`src/rtl/rv32i_rf_wb_arbiter.sv`:
```
// Register-file write-back arbiter for an RV32I core.
// Round-robin grant across NREQ write-back sources, registered write port
// toward the register file, and a saturating counter of contended cycles.
module rv32i_rf_wb_arbiter #(
    parameter int NREQ  = 3,
    parameter int CNT_W = 16
) (
    input  logic                   CLK,
    input  logic                   RST,
    input  logic [NREQ-1:0]        req_valid,
    input  logic [NREQ-1:0][4:0]   req_rd,
    input  logic [NREQ-1:0][31:0]  req_data,
    output logic [NREQ-1:0]        req_ready,
    input  logic                   stall,
    output logic                   rf_wen,
    output logic [4:0]             rf_rd,
    output logic [31:0]            rf_wdata,
    output logic [CNT_W-1:0]       conflict_cnt
);

    localparam int              PTR_W  = $clog2(NREQ);
    localparam logic [PTR_W:0]  NREQ_L = (PTR_W+1)'(NREQ);

    logic [PTR_W-1:0] rr_ptr;
    logic [PTR_W-1:0] nxt_ptr;
    logic             gnt_any;
    logic [4:0]       gnt_rd;
    logic [31:0]      gnt_data;
    logic             multi_vld;
    logic             conflict;

    // Rotating-priority search starting at rr_ptr; suppressed by stall and reset.
    always_comb begin
        logic           found;
        logic [PTR_W:0] cand;
        req_ready = '0;
        found     = 1'b0;
        cand      = '0;
        if (!RST && !stall) begin
            for (int i = 0; i < NREQ; i++) begin
                cand = {1'b0, rr_ptr} + (PTR_W+1)'(i);
                if (cand >= NREQ_L)
                    cand = cand - NREQ_L;
                if (!found && req_valid[cand[PTR_W-1:0]]) begin
                    req_ready[cand[PTR_W-1:0]] = 1'b1;
                    found                      = 1'b1;
                end
            end
        end
    end

    // Select the granted requester's payload and the pointer that follows it.
    always_comb begin
        gnt_rd   = '0;
        gnt_data = '0;
        nxt_ptr  = rr_ptr;
        for (int k = 0; k < NREQ; k++) begin
            if (req_ready[k]) begin
                gnt_rd   = req_rd[k];
                gnt_data = req_data[k];
                nxt_ptr  = (k == NREQ-1) ? '0 : PTR_W'(k+1);
            end
        end
    end

    assign gnt_any   = |req_ready;
    // x & (x-1) is nonzero exactly when two or more bits are set.
    assign multi_vld = |(req_valid & (req_valid - 1'b1));
    assign conflict  = multi_vld && !stall;

    // Pointer advances past the winner; holds when nothing is granted.
    always_ff @(posedge CLK or posedge RST) begin
        if (RST)
            rr_ptr <= '0;
        else if (gnt_any)
            rr_ptr <= nxt_ptr;
    end

    // Registered write port; writes to x0 are granted but never enabled.
    always_ff @(posedge CLK or posedge RST) begin
        if (RST) begin
            rf_wen   <= 1'b0;
            rf_rd    <= '0;
            rf_wdata <= '0;
        end else begin
            rf_wen <= gnt_any && (gnt_rd != 5'd0);
            if (gnt_any) begin
                rf_rd    <= gnt_rd;
                rf_wdata <= gnt_data;
            end
        end
    end

    // Saturating count of cycles where several sources compete.
    always_ff @(posedge CLK or posedge RST) begin
        if (RST)
            conflict_cnt <= '0;
        else if (conflict && (conflict_cnt != '1))
            conflict_cnt <= conflict_cnt + 1'b1;
    end

endmodule

```
`config.mk`:
```
export PLATFORM = sky130hd
export DESIGN_NAME = rv32i_rf_wb_arbiter
export DESIGN_NICKNAME = d
export VERILOG_FILES = /design/src/rtl/rv32i_rf_wb_arbiter.sv
export SDC_FILE = /design/constraint.sdc
export NUM_CORES = 1
export LEC_CHECK = 0
export CAP_MARGIN = 10
export CORE_ASPECT_RATIO = 0.75
export CORE_MARGIN = 4
export CORE_UTILIZATION = 28
export DETAILED_ROUTE_END_ITERATION = 12
export SYNTH_ARGS = -nofsm -noshare
export SYNTH_HDL_FRONTEND = slang
export SYNTH_SLANG_ARGS = --single-unit
```
`constraint.sdc`:
```
create_clock -name CLK -period 2.3 [get_ports CLK]
set_input_delay 0.345 -clock CLK [delete_from_list [all_inputs] [get_ports CLK]]
set_output_delay 0.345 -clock CLK [all_outputs]
set_load 0.01 [all_outputs]
```
# Word-level counts from Yosys, hierarchy flattened
# Index checks and enable logic that the tools add are counted.
[classes] eq_ne=1 n_reduce_logical=18 magnitude_cmp=9 muxes=37 addsub=7 bitwise=3
[op_table] cell="two-way mux 32 bit" n=3
[op_table] cell="two-way mux 2 bit" n=9
[op_table] cell="two-way mux 3 bit" n=6
[op_table] cell="adder 16 x 1 -> 16 bit, second input constant" n=1
[op_table] cell="!= test 16 bit, second input constant" n=1
[op_table] cell="two-way mux 5 bit" n=3
[op_table] cell="two-way mux 1 bit" n=10
[op_table] cell="logical AND 1 bit" n=9
[op_table] cell="less-than comparator 2 x 3 -> 1 bit, second input constant" n=3
[op_table] cell="binary-select mux 1 bit (select 2 bit)" n=3
[op_table] cell="demux 1 bit (select 2 bit)" n=3
[op_table] cell="greater-or-equal comparator 2 x 1 -> 1 bit, second input constant" n=3
[op_table] cell="greater-or-equal comparator 3 x 2 -> 1 bit, second input constant" n=2
[op_table] cell="bitwise OR 3 bit" n=2
[op_table] cell="OR reduction 3 bit" n=2
[op_table] cell="subtractor 2 bit, second input constant" n=3
[op_table] cell="nonzero test 5 bit" n=1
[op_table] cell="zero test 1 bit" n=4
[op_table] cell="adder 2 x 1 -> 3 bit, second input constant" n=1
[op_table] cell="adder 2 x 2 -> 3 bit, second input constant" n=1
[op_table] cell="AND 3 bit" n=1
[op_table] cell="nonzero test 3 bit" n=1
[op_table] cell="subtractor 3 x 1 -> 3 bit, second input constant" n=1
[op_table] cell="greater-or-equal comparator 2 bit, second input constant" n=1
[op_table] cell="AND reduction 2 bit" n=1
[word_totals] regBits=56 elab_cells=80 inputBits=117 output_inout_bits=57

# Logic depth before layout (Yosys ltp)
[depth] word_depth=20 mapped_depth=13 ltp_nobuf=10

# Worst setup path after synthesis
# No wires, ideal clock.
[synth_timing] path_type="register to register" startpoint="register rr_ptr[0]" endpoint="register rf_wen" t_required_ns=2.160 synth_period_minus_slack_ns=2.429 path_stages_with_launch=12 path_buffers=1 path_slack_ns=-0.129 arrival_ns=2.289 path_cell_list="dfrtp_1 -> inv_1 -> ha_1 -> buf_4 -> mux2i_1 -> o21ai_2 -> and2_1 -> o311ai_4 -> inv_2 -> o21a_1 -> a221oi_1 -> nand4_1"
[synth_between] elab_chain_cells=20
[synth_lines] item="from (decl)" line_no="24" source="logic [PTR_W-1:0] rr_ptr;"
[synth_lines] item="from (signal assigned)" line_no="76" source="rr_ptr <= nxt_ptr;"
[synth_lines] item="parallel branches: the longest is 13 deep, another holds adder 2 x 1 -> 3 bit"
[synth_lines] item="two-way mux 3 bit *" line_no="44" source="if (!found && req_valid[cand[PTR_W-1:0]]) begin"
[synth_lines] item="two-way mux 3 bit *" line_no="39" source="if (!RST && !stall) begin"
[synth_lines] item="named net req_ready[0]" line_no="13" source="output logic [NREQ-1:0] req_ready,"
[synth_lines] item="two-way mux 5 bit (3 in series)" line_no="58" source="if (req_ready[k]) begin"
[synth_lines] item="nonzero test 5 bit" line_no="86" source="rf_wen <= gnt_any && (gnt_rd != 5'd0);"
[synth_lines] item="logical AND 1 bit *" line_no="86"
[synth_lines] item="to (signal assigned)" line_no="86"
[synth_lines] item="to (decl)" line_no="15" source="output logic rf_wen,"
# Mark *: on every way through the listed nets, which the timed path passes. The select of a mux whose other input is x is not followed.
# A chain may end at the register's enable or synchronous reset.

# Worst setup path in the final report
[layout_timing] startpoint="register rr_ptr[1]" endpoint="output req_ready[0]"
[layout_between] elab_chain_cells=15
[layout_lines] item="parallel branches: the longest is 13 deep, another holds adder 2 x 1 -> 3 bit"
[layout_lines] item="two-way mux 3 bit *" line_no="44"
[layout_lines] item="two-way mux 3 bit *" line_no="39"
[layout_lines] item="to (decl)" line_no="13"
# Mark *: on every way between the ends. The select of a mux whose other input is x is not followed.

==> impl_results.md <==
- Share of synthesized registers carrying an async set or reset: 1.00
- EDFF count, synth: 0
- DRC: 0
- Maximum VDD drop: around 0.5 mV
- Seq/Total Area, Yosys: 0.446
- Clock buffer depth: 2
- Core outline area: ~11000 µm²
- Setup WS pre-CTS: -369 ps
- Failing checks: negative setup slack
- Top cell type's share of synthesized area: 0.446
- Synth area leaders: dfrtp_1 45%, a32oi_1 8.9%, nor2_1 5.5%, a21oi_1 5.1%, o21ai_0 4.9%
- Worst Skew: between 2 and 2.5 ps
- Worst-Margin Slew: about 540 ps
- Synthesis-stage register bit count: 56
- Critical Path Slowest Stage Cell: dfrtp_2
- TritonCTS Buffers: 5
- Top Family by Delay on Critical Path: flip-flops
- Final setup margin: -81.5 ps
- Maxcap violations: 0
- Max Slew Vio Count: 0
- Final ANT Viol Nets: 0
- Largest net degree at the start of global routing: 24
- Synth Cell Area: about 3100 µm²
- Commonest cells after routing, fill and taps aside: 169 x clkdlybuf4s50_1, 55 x dfrtp_1, 32 x buf_4
- Synth Net Count: 454
- Chip height: approximately 100 µm
- Detailed Routing Iterations Pass 1: 5
- Fin nets: 663
- Detailed Place HPWL: a little over 9000 µm
- GR Util All Layers: 0.169
- Leakage: 2.32 nW
- Layout cell share with drive strength beyond 1: 0.231
- DR WL/cell: 17.5 µm
- Power Total: 6.53 mW
- Largest stage delay on the critical path: ~450 ps
- Status: complete, but fails checks
- CTS Root Cell: clkbuf_16
- Hold WS: 478 ps
- GR Overflow Total: 0
- Fin area: 5880 µm²
- Vias: about 3400
- First-pass GRT wire length: around 17000 µm
- First DRT Iteration DRCs: ~150
- Core Util, Final: 0.537
- Die area: around 13000 µm²
- Number of global-route vias before repair: around 3500
- Syn Area/Cell: roughly 9.5 µm²
- Fin crit share: 1.04
- Power Density: between 1000 and 1500 nW/µm²
- Critical path endpoint category: primary output
- Clock sinks: 56
- Initial antenna violation count: 1
- Row count: 33
- Yosys top cell by area: dfrtp_1
- Clk Latency, worst-skew pair: approximately 290 ps
- Most common cell after layout, fill and taps aside: clkdlybuf4s50_1
- Die Wd: between 100 and 150 µm
- Antenna diodes: 0
- Post-layout min period: 2380 ps
- Vias per cell: 5.02
- Normalized max-slew margin: 0.639
- Yosys warns: 0
- Placed Area: 5300 µm²
- CTS H-Tree Depth: 2
- Main synth FF type: dfrtp_1
- Max frequency: roughly 420 MHz
- Synth unique cells: 46
- Clock transition at the registers of the reported paths: approximately 70 ps
- CTS tree: yes
- Req. time, crit path: 1960 ps
- R2r setup slk: -70 ps
- WP buf/inv: 2
- Final wirelength: roughly 12000 µm
- IO Pins: ~170
- Hold crit path type: reg2reg
- Critical path peak fanout: 3
- Starting Density: 0.287
- Final setup viols: 38
- Unrepaired setup endpoints after global routing: yes
- Critical Path Start Type: register
- Hold Fails Final Rpt: 0
- Mapped Cells: around 330
- Layout overhead on the synthesized area: 86.9%
- Placer Congestion: about 0.9
- Port Buffers: 173
- Critical path cell sequence: ha_4 -> mux2i_1 -> o21ai_2 -> and2_4 -> o311ai_4 -> inv_2 -> buf_6
- Crit Path Category: reg2out
- CP arrival: 2040 ps
[synth_stat cells (2+ instances only)]
master    count
dfrtp_1      56
nor2_1       46
a21oi_1      32
a32oi_1      32
o21ai_0      31
nand2_1      17
clkbuf_1     11
xnor2_1       9
buf_6         7
inv_1         7
nand3_1       7
and2_1        6
nand4_1       6
xor2_1        6
ha_1          5
nor3_1        4
o21ai_1       4
a221o_1       3
and3_1        3
buf_2         3
nor2b_1       3
or2_2         3
a21o_1        2
a221oi_2      2
a32o_1        2
and4_1        2
mux2i_1       2
nand2b_1      2
o22ai_1       2
[worst paths after layout]
| check | startpoint | endpoint | cells after the start |
|---|---|---|---|
| setup / recovery | rr_ptr[1] | req_ready[0] | 7 |
| hold / removal | rf_rd[2] | rf_rd[2] | 2 |
| setup reg to reg | rr_ptr[1] | rf_wdata[5] | 11 |
| hold reg to reg | rf_rd[2] | rf_rd[2] | 2 |
| max in group asynchronous | RST | rf_wdata[2] | 4 |
| min in group asynchronous | RST | conflict_cnt[1] | 3 |
[through the flow]
step / instances / TNS (ps)
floorplan: 332 / -2280
global placement: 661 / -10680
detailed placement: 661 / -12490
CTS: 674 / -2580
global route: 682 / -6050
finish: 682 / -1770
[area by class of cell]
| class | instances | area, µm² |
|---|---|---|
| Tap cell | 140 | 175 |
| Sequential cell | 56 | 1400 |
| Inverter | 8 | 30.0 |
| Multi-Input combinational cell | 247 | 1850 |
| Timing Repair Buffer | 223 | 2270 |
| Clock buffer | 8 | 146 |
| Fill cell | 980 | 5060 |
[worst reg2reg max path: stages (launching register included)]
cell,delay (ps)
dfrtp_2,450
ha_4,290
mux2i_1,200
o21ai_2,100
a221o_1,360
buf_6,140
o221ai_4,160
buf_6,170
nand2_8,70
clkbuf_16,180
nor2_2,90
a21oi_1,50
[kinds of logic after synthesis]
family / Yosys count / share of synthesized area
AO/OA/AOI/OAI: 120 / 0.271
XOR/XNOR: 15 / 0.0418
adder cells (fa/ha/maj): 5 / 0.0199
buffers and inverters: 30 / 0.0549
flip-flops: 56 / 0.446
multiplexers: 3 / 0.00994
AND/OR/NAND/NOR: 103 / 0.157
[flip-flops by register name, summed over array words and instances (netlist names)]
| register | cells |
|---|---|
| rf_wdata | 32 |
| conflict_cnt | 16 |
| rf_rd | 5 |
| rr_ptr | 2 |
| rf_wen | 1 |
[timing repair]
item	in CTS	in global routing
cloned	0	5
hold buffers	0	0
setup endpoints to repair	42	42
setup buffers	5	3
resized for setup	26	57
endpoints found under the hold margin	0	0
pin swaps	9	15
[power breakdown]
part | switching [mW] | internal [mW] | total, mW
sequential | 0.323 | 1.41 | 1.73
clock | 0.343 | 0.436 | 0.779
combinational | 1.86 | 2.16 | 4.02
total | 2.52 | 4.01 | 6.53
[routing by layer]
layer | wire, µm | vias up | GRT usage
li1 | - | 1654 | -
met3 | 926 | 16 | 0.0628
met5 | 13 | - | 0
met2 | 5450 | 120 | 0.261
met4 | 170 | 2 | 0.0482
met1 | 5400 | 1632 | 0.224
Power figures use the tool's default switching activity.
